$ cat config.mk
export PLATFORM = sky130hd
export DESIGN_NAME = montgomery_radix_serial
export DESIGN_NICKNAME = d
export VERILOG_FILES = /design/src/rtl/montgomery_radix_serial_pkg.sv /design/src/rtl/montgomery_radix_serial_digit_step.sv /design/src/rtl/montgomery_radix_serial.sv
export SDC_FILE = /design/constraint.sdc
export NUM_CORES = 1
export LEC_CHECK = 0
export CORE_ASPECT_RATIO = 0.7
export CORE_MARGIN = 4
export CORE_UTILIZATION = 57
export DETAILED_ROUTE_END_ITERATION = 10
export PLACE_DENSITY = 0.94
export SLEW_MARGIN = 20
export SYNTH_ARGS = -nofsm -noshare
export SYNTH_HDL_FRONTEND = slang
export SYNTH_SLANG_ARGS = --single-unit
$ cat constraint.sdc
create_clock -name CLK_pci_sys_clk_p -period 6.7 [get_ports CLK_pci_sys_clk_p]
set_input_delay 0.67 -clock CLK_pci_sys_clk_p [delete_from_list [all_inputs] [get_ports CLK_pci_sys_clk_p]]
set_output_delay 0.67 -clock CLK_pci_sys_clk_p [all_outputs]
set_load 0.1 [all_outputs]
$ cat src/rtl/montgomery_radix_serial_pkg.sv
// Shared constants, FSM state type and iteration-count helper for the
// digit-serial Montgomery multiplier.
package montgomery_radix_serial_pkg;

  localparam int unsigned DATA_LENGTH_DEFAULT = 64;
  localparam int unsigned DIGIT_WIDTH_DEFAULT = 1;

  // Dilithium modulus q = 2^23 - 2^13 + 1 and -q^-1 mod 2^w for each radix
  localparam int unsigned MODULUS          = 8380417;
  localparam int unsigned MODULUS_LENGTH   = 23;
  localparam int unsigned MODULUS_PRIME_R2 = 1;
  localparam int unsigned MODULUS_PRIME_R4 = 3;
  localparam int unsigned MODULUS_PRIME_R16 = 15;
  localparam int unsigned MODULUS_PRIME_R256 = 255;

  typedef enum logic [1:0] {
    IDLE  = 2'd0,
    ITER  = 2'd1,
    FINAL = 2'd2
  } state_t;

  // Number of digit iterations: ceil(bit_len / digit_width)
  function automatic int unsigned iter_count(input int unsigned bit_len,
                                             input int unsigned digit_width);
    return (bit_len + digit_width - 1) / digit_width;
  endfunction

endpackage

$ cat src/rtl/montgomery_radix_serial_digit_step.sv
// One radix-2^DIGIT_WIDTH Montgomery iteration: A_next = (A + d*y + q*m) >> DIGIT_WIDTH.
module montgomery_radix_serial_digit_step #(
  parameter int unsigned DATA_LENGTH = 64,
  parameter int unsigned DIGIT_WIDTH = 1
) (
  input  logic [DATA_LENGTH:0]   i_a,
  input  logic [DIGIT_WIDTH-1:0] i_d,
  input  logic [DATA_LENGTH-1:0] i_y,
  input  logic [DATA_LENGTH-1:0] i_m,
  input  logic [DIGIT_WIDTH-1:0] i_m_prime,
  output logic [DATA_LENGTH:0]   o_a_next
);

  localparam int unsigned TW = DATA_LENGTH + DIGIT_WIDTH + 1;

  logic [TW-1:0]          w_t;
  logic [TW-1:0]          w_u;
  logic [DIGIT_WIDTH-1:0] w_q;

  assign w_t = TW'(i_a) + TW'(i_d) * TW'(i_y);
  // q chosen so the low digit of T + q*m is zero and the shift is exact
  assign w_q = w_t[DIGIT_WIDTH-1:0] * i_m_prime;
  assign w_u = w_t + TW'(w_q) * TW'(i_m);
  assign o_a_next = w_u[TW-1:DIGIT_WIDTH];

endmodule

$ cat src/rtl/montgomery_radix_serial.sv
// Digit-serial Montgomery multiplier: result = x*y*R^-1 mod m with
// R = 2^(N*DIGIT_WIDTH), fixed latency of N+1 cycles after acceptance.
module montgomery_radix_serial
  import montgomery_radix_serial_pkg::*;
#(
  parameter int unsigned DATA_LENGTH = DATA_LENGTH_DEFAULT,
  parameter int unsigned DIGIT_WIDTH = DIGIT_WIDTH_DEFAULT
) (
  input  logic                   CLK_pci_sys_clk_p,
  input  logic                   rst_i,
  input  logic                   start_i,
  input  logic [DATA_LENGTH-1:0] x_i,
  input  logic [DATA_LENGTH-1:0] y_i,
  input  logic [DATA_LENGTH-1:0] m_i,
  input  logic [DATA_LENGTH-1:0] m_bl_i,
  input  logic [DIGIT_WIDTH-1:0] m_prime_i,
  output logic                   ready_o,
  output logic                   busy_o,
  output logic [DATA_LENGTH-1:0] result_o,
  output logic                   valid_o,
  output logic                   err_o
);

  localparam int unsigned CW = $clog2(DATA_LENGTH / DIGIT_WIDTH + 1);

  state_t                 r_state;
  state_t                 w_next_state;
  logic                   w_accept;
  logic                   w_param_err;
  logic [CW-1:0]          w_n;

  logic [DATA_LENGTH-1:0] r_x;
  logic [DATA_LENGTH-1:0] r_y;
  logic [DATA_LENGTH-1:0] r_m;
  logic [DIGIT_WIDTH-1:0] r_m_prime;
  logic [CW-1:0]          r_n;
  logic [CW-1:0]          r_cnt;
  logic [DATA_LENGTH:0]   r_a;
  logic                   r_err_pend;
  logic [DATA_LENGTH:0]   w_a_next;
  logic [DATA_LENGTH:0]   w_m_ext;

  logic                   r_ready;
  logic                   r_busy;
  logic [DATA_LENGTH-1:0] r_result;
  logic                   r_valid;
  logic                   r_err;

  assign w_n     = CW'(iter_count(32'(m_bl_i), DIGIT_WIDTH));
  assign w_m_ext = {1'b0, r_m};

  montgomery_radix_serial_digit_step #(
    .DATA_LENGTH(DATA_LENGTH),
    .DIGIT_WIDTH(DIGIT_WIDTH)
  ) u_step (
    .i_a      (r_a),
    .i_d      (r_x[DIGIT_WIDTH-1:0]),
    .i_y      (r_y),
    .i_m      (r_m),
    .i_m_prime(r_m_prime),
    .o_a_next (w_a_next)
  );

  always_ff @(posedge CLK_pci_sys_clk_p) begin
    if (rst_i) r_state <= IDLE;
    else       r_state <= w_next_state;
  end

  always_comb begin
    w_next_state = r_state;
    w_accept     = 1'b0;
    w_param_err  = 1'b0;
    case (r_state)
      IDLE: begin
        if (start_i) begin
          w_accept     = 1'b1;
          w_param_err  = !m_i[0] || (m_bl_i == '0) ||
                         (m_bl_i > DATA_LENGTH'(DATA_LENGTH));
          w_next_state = w_param_err ? FINAL : ITER;
        end
      end
      ITER:    if (r_cnt == r_n - CW'(1)) w_next_state = FINAL;
      FINAL:   w_next_state = IDLE;
      default: w_next_state = IDLE;
    endcase
  end

  // Operand capture, digit iteration and final conditional subtraction
  always_ff @(posedge CLK_pci_sys_clk_p) begin
    if (rst_i) begin
      r_x        <= '0;
      r_y        <= '0;
      r_m        <= '0;
      r_m_prime  <= '0;
      r_n        <= '0;
      r_cnt      <= '0;
      r_a        <= '0;
      r_err_pend <= 1'b0;
      r_ready    <= 1'b1;
      r_busy     <= 1'b0;
      r_result   <= '0;
      r_valid    <= 1'b0;
      r_err      <= 1'b0;
    end else begin
      r_ready <= (w_next_state == IDLE);
      r_busy  <= (w_next_state != IDLE);
      r_valid <= 1'b0;
      r_err   <= 1'b0;
      case (r_state)
        IDLE: begin
          if (w_accept) begin
            r_x        <= x_i;
            r_y        <= y_i;
            r_m        <= m_i;
            r_m_prime  <= m_prime_i;
            r_n        <= w_n;
            r_cnt      <= '0;
            r_a        <= '0;
            r_err_pend <= w_param_err;
          end
        end
        ITER: begin
          r_a   <= w_a_next;
          r_x   <= r_x >> DIGIT_WIDTH;
          r_cnt <= r_cnt + CW'(1);
        end
        FINAL: begin
          r_valid <= 1'b1;
          r_err   <= r_err_pend;
          if (r_err_pend)          r_result <= '0;
          else if (r_a >= w_m_ext) r_result <= DATA_LENGTH'(r_a - w_m_ext);
          else                     r_result <= DATA_LENGTH'(r_a);
        end
        default: ;
      endcase
    end
  end

  assign ready_o  = r_ready;
  assign busy_o   = r_busy;
  assign result_o = r_result;
  assign valid_o  = r_valid;
  assign err_o    = r_err;

endmodule

Word level (Yosys, flattened, before mapping):

Index checks and enable logic that the tools add are counted.

* input bits: 260
* register bits after elaboration: 343
* output and inout bits: 68
* logic and storage cells: 58

* reductions and logical operators: 11
* bitwise gates (word level): 1
* multiply operators: 3
* $add $sub $neg: 7
* magnitude comparators: 2
* eq/ne operators: 4
* multiplexer cells: 16

Operator list (number)
* 2-to-1 mux 64 bit: 3
* multiplier 1 x 64 -> 65 bit: 2
* case mux 65 bit (2 select lines): 1
* case mux 64 bit (2 select lines): 1
* adder 65 x 65 -> 66 bit: 1
* adder 66 x 65 -> 66 bit: 1
* greater-or-equal comparator 65 x 64 -> 1 bit: 1
* 2-to-1 mux 65 bit: 1
* > comparator 64 x 7 -> 1 bit (second input constant): 1
* logical NOT 64 bit: 1
* subtractor 64 bit: 1
* adder 7 x 1 -> 7 bit (second input constant): 2
* case mux 7 bit (2 select lines): 1
* subtractor 7 x 1 -> 7 bit (second input constant): 2
* equality test 7 bit: 1
* 2-to-1 mux 7 bit: 1
* 2-to-1 mux 2 bit: 3
* logical NOT 2 bit: 2
* 2-to-1 mux 1 bit: 4
* case mux 2 bit (2 select lines): 1
* AND reduction 2 bit: 2
* nonzero test 2 bit: 2
* equality test 2 x 1 -> 1 bit (second input constant): 1
* equality test 2 bit (second input constant): 1
* 6 further kinds: 7

Depth between registers and ports, before layout:

Gate-level depths: netlist (run 1).

* depth after elaboration: 7
* gate-level depth with buffers: 28
* gate-level depth less buffers: 27

By module:

Synthesis (run 1) repeated with hierarchy kept, for this count alone.

* cells, all modules: 3356
* area, all modules: 24962.7 µm²

By module, submodules not included
* montgomery_radix_serial: seq. area each 6866.6 µm², instances 1, area an instance 16981.3 µm², cells an instance 2156
* montgomery_radix_serial_digit_step: seq. area each 0.0 µm², instances 1, area an instance 7981.4 µm², cells an instance 1200

Worst setup path after synthesis (run 1):

OpenSTA, ideal clock, no wires.

* kind: flip-flop to flip-flop
* start: register r_x[0]
* end: register r_a[64]
* data required time: 6584 ps
* arrival: 5864 ps
* slack: 719 ps
* path buffers: 1
* cell stages (with the launch flop): 29
* period minus slack after synthesis: 5981 ps
* library setup time: 116 ps
* cells stage by stage: dfxtp_1 -> clkbuf_1 -> and2_1 -> ha_1 -> inv_1 -> fa_1 -> nor2b_1 -> o31ai_1 -> a32oi_1 -> a41oi_1 -> o211ai_1 -> a21boi_1 -> o41a_1 -> nor4_1 -> nor3_1 -> o21ai_0 -> xnor2_1 -> ha_1 -> a21o_1 -> a21oi_1 -> inv_1 -> a2111o_1 -> a41oi_1 -> nand2b_1 -> a21bo_2 -> a311oi_1 -> nand3b_1 -> o221ai_1 -> a31o_2

* word-level cells in the longest chain between the ends: 6

Ends and longest elaborated chain
* start, declared: line montgomery_radix_serial.sv:32 `logic [DATA_LENGTH-1:0] r_x;`
* start signal, assigned: line montgomery_radix_serial.sv:112 `r_x <= x_i;`
* start signal, assigned: line montgomery_radix_serial.sv:124 `r_x <= r_x >> DIGIT_WIDTH;`
* multiplier 1 x 64 -> 65 bit *: line montgomery_radix_serial_digit_step.sv:20 `assign w_t = TW'(i_a) + TW'(i_d) * TW'(i_y);`
* adder 65 x 65 -> 66 bit *: line montgomery_radix_serial_digit_step.sv:20
* multiplier 1 x 1 -> 1 bit: line montgomery_radix_serial_digit_step.sv:22 `assign w_q = w_t[DIGIT_WIDTH-1:0] * i_m_prime;`
* multiplier 1 x 64 -> 65 bit: line montgomery_radix_serial_digit_step.sv:23 `assign w_u = w_t + TW'(w_q) * TW'(i_m);`
* adder 66 x 65 -> 66 bit *: line montgomery_radix_serial_digit_step.sv:23
* case mux 65 bit (2 select lines) *: line montgomery_radix_serial.sv:109 `case (r_state)`
* end signal, assigned: line montgomery_radix_serial.sv:123 `r_a <= w_a_next;`
* end, declared: line montgomery_radix_serial.sv:38 `logic [DATA_LENGTH:0] r_a;`

Every way passes the cells marked *; elsewhere a longest branch is shown, timed or not.
A chain may end at the register's enable or synchronous reset.

Worst setup path in the final report (run 1):

Ends and elaborated chain as after synthesis.

==> flow_summary.ini, run 1 <==
[sta]
tightest_slew_ns = 1.26
grt_setup_unrepaired = false
fmax_mhz = 157
setup_viol = 0
final_hold_viol_count = 0
slew_headroom_pct = 15.3
slew_violations = 0
post-route-period-util_pct = 94.8
fin_tns_setup_ns = 0
period_needed_ns = 6.35
skew_ns = 0.0349

[power_and_ir_drop]
p_leak_nw = 13.0
finalPower_w = 0.00509
ir_drop_mv = 0.148
power_density_nw_per_um2 = 171

[logic_synthesis]
ys_ff_latch = 343
synth_area_leaders = dfxtp_1 (28%), ha_1 (9.7%), a21oi_1 (7.3%), nand2_1 (6.9%), xnor2_1 (4.4%)
syn-num-nets = 3755
yosysUniqueCellTypes = 87
synth-edff-count = 0
synth_ff_type = dfxtp_1
syn_inst = 3299
ys_seq_area_share_pct = 27.6
yosys.area.top_type = dfxtp_1
synthArstFlopShare_pct = 0
post-synth-top-area-fraction_pct = 27.6
syn_area_per_cell_sq_um = 7.55
ys_warn_count = 0
syn_area_sq_um = 24900

[cts]
path_clk_slew_ns = 0.07
clk_path_buf_depth = 3
cts_made_buffers = 35
cts.sink_count = 343
cts_tree = built
clock_latency_ns = 0.57
cts-root-buf = clkbuf_16
htree_levels = 2

[global_route]
overflow = 0
grt_pass1_vias = 24200
grt_util_all_layers_pct = 34.8
grt_max_degree = 120
antenna_found_initial = 3
grt_pass1_wl_mm = 134

[cells_and_area]
layout_commonest_cell = nand2_1
layout_common_cells = nand2_1 (456), a21oi_1 (363), dfxtp_1 (341)
antenna_cells = 0
nFillCells = 3387
seq_area_sq_um = 6870
area_growth_pct = 19.2
multi_input_area_sq_um = 16900
fin_nets = 3942
drive_gt1_share_pct = 4.90

[floorplanning]
ioPinCount = 328
die_w_microns = 258
die_h_microns = 183
initial_utilization_pct = 58.3
placementRows = 63
coreArea_sq_um = 42700
die_area_sq_um = 47200

[drt]
drtIter0Drc = 3351
vias = 26300
wl_per_cell_microns = 21.3
ant_nets = 0
routed_wl_mm = 87.4
vias_per_cell = 6.41
drc = 0
dr.pass1.iters = 8

[placed_design]
dp_hpwl_mm = 65.9
gp_congestion = 1.07
io_buffer_count = 327

[critical_path]
max_stage_delay_ns = 0.49
critical_path_class = flop to flop
endpoint_kind = flop
critPathBufInv = 3
cpLargestDelayFamily = compound AO/OA/AOI/OAI gates
start_kind = flop
crit_path_max_fanout = 26
crit_path_top_delay_cell = o31ai_1
crit_required_ns = 7.15
arrival_ns = 6.80

[status]
status = finished, final reports clean

[run]
max_cap_viol_count = 0

[hold_path]
hold_class = flop to flop
==> tightest hold or removal path: stages, from the launching register on <==
cell,delay (ns)
dfxtp_1,0.33
nand2_1,0.04
o21ai_0,0.05
==> worst paths after layout <==
| check | from | endpoint | slack [ns] | cells after the start |
|---|---|---|---|---|
| min reg2reg | result_o[47]$_SDFFE_PP0P_ | result_o[47]$_SDFFE_PP0P_ | 0.45 | 2 |
| min | result_o[47]$_SDFFE_PP0P_ | result_o[47]$_SDFFE_PP0P_ | 0.45 | 2 |
| max reg2reg | r_x[0]$_SDFFE_PP0P_ | r_a[64]$_SDFFE_PP0P_ | 0.35 | 26 |
| max | r_x[0]$_SDFFE_PP0P_ | r_a[64]$_SDFFE_PP0P_ | 0.35 | 26 |
==> where the power goes <==
group / switching (W) / internal, W
Combinational: 0.000442 / 0.000325
Clock: 0.000911 / 0.00122
Sequential: 0.0000687 / 0.00212
Total: 0.00142 / 0.00366
==> final cells by class <==
type | instances | area share (%)
multi-input combinational | 2620 | 56.8
sequential | 343 | 23.1
timing repair buffer | 357 | 11.8
clock buffer | 44 | 3.20
tap | 585 | 2.46
inverter | 129 | 1.63
clock inverter | 19 | 0.940
==> cells by family after synthesis <==
family,after synthesis,share of synthesized area [%]
and+or+nand+nor,1098,20.3
DFF,343,27.6
AOI/OAI and AO/OA,1096,28.5
buffers and inverters,336,5.18
xor gates and xnor gates,185,6.56
muxes,45,1.96
adders and majority gates,196,9.94
==> Yosys cell counts (all sizes together), types with 43 or more instances <==
cell and instances:
o21ai 147, clkbuf 182, xor2 60, o22ai 74, nand3 43, inv 129
and3 83, a21o 118, nand2 458, dfxtp 343, a21oi 367, nor2 252
ha 193, nand4 49, o21bai 48, a211oi 82, a22oi 71, and2 78
xnor2 124
==> routing by layer <==
metal	part of all wire [%]	track usage [%]	routed length [microns]	vias to the layer above
li1	-	-	-	12300
met1	43	49.2	37200	12200
met2	41	52.0	36000	1586
met3	13	9.30	11000	185
met4	3.5	10.8	3080	6
met5	0.053	0	46	-
==> timing repair <==
item / in CTS / in global routing
buffers inserted: 1 / 0
setup endpoints to repair: 1 / 7
resized for setup: 0 / 9
pin swaps: 2 / 0
hold buffers: 0 / 0
==> registers in the layout (all words and copies together) (netlist names), 2 cells and up <==
signal and count:
r_state 2, r_y 64, r_x 64, r_a 65, r_cnt 7, result_o 64, r_n 7, r_m 64
==> stage by stage <==
stage          worst slack (ns)  hold slack, ns  util, %  instance area (sq um)  std cells
2_1_floorplan             0.719           0.432        -                  24900       3299
3_3_place_gp              0.144           0.437     66.5                  28400       4033
3_5_place_dp             0.0404           0.441     66.5                  28400       4033
4_1_cts                   0.167           0.452     69.4                  29600       4097
5_1_grt                  0.0192           0.470     69.5                  29700       4097
6_report                  0.350           0.450     69.5                  29700       4097
Note: power is estimated with default switching activity, not from simulation.
==> run 2, diff against run 1 <==
Settings changed: CAP_MARGIN set to 20.
==> results of run 2 <==
Final layout, timing and power as in run 1 (identical DEF).
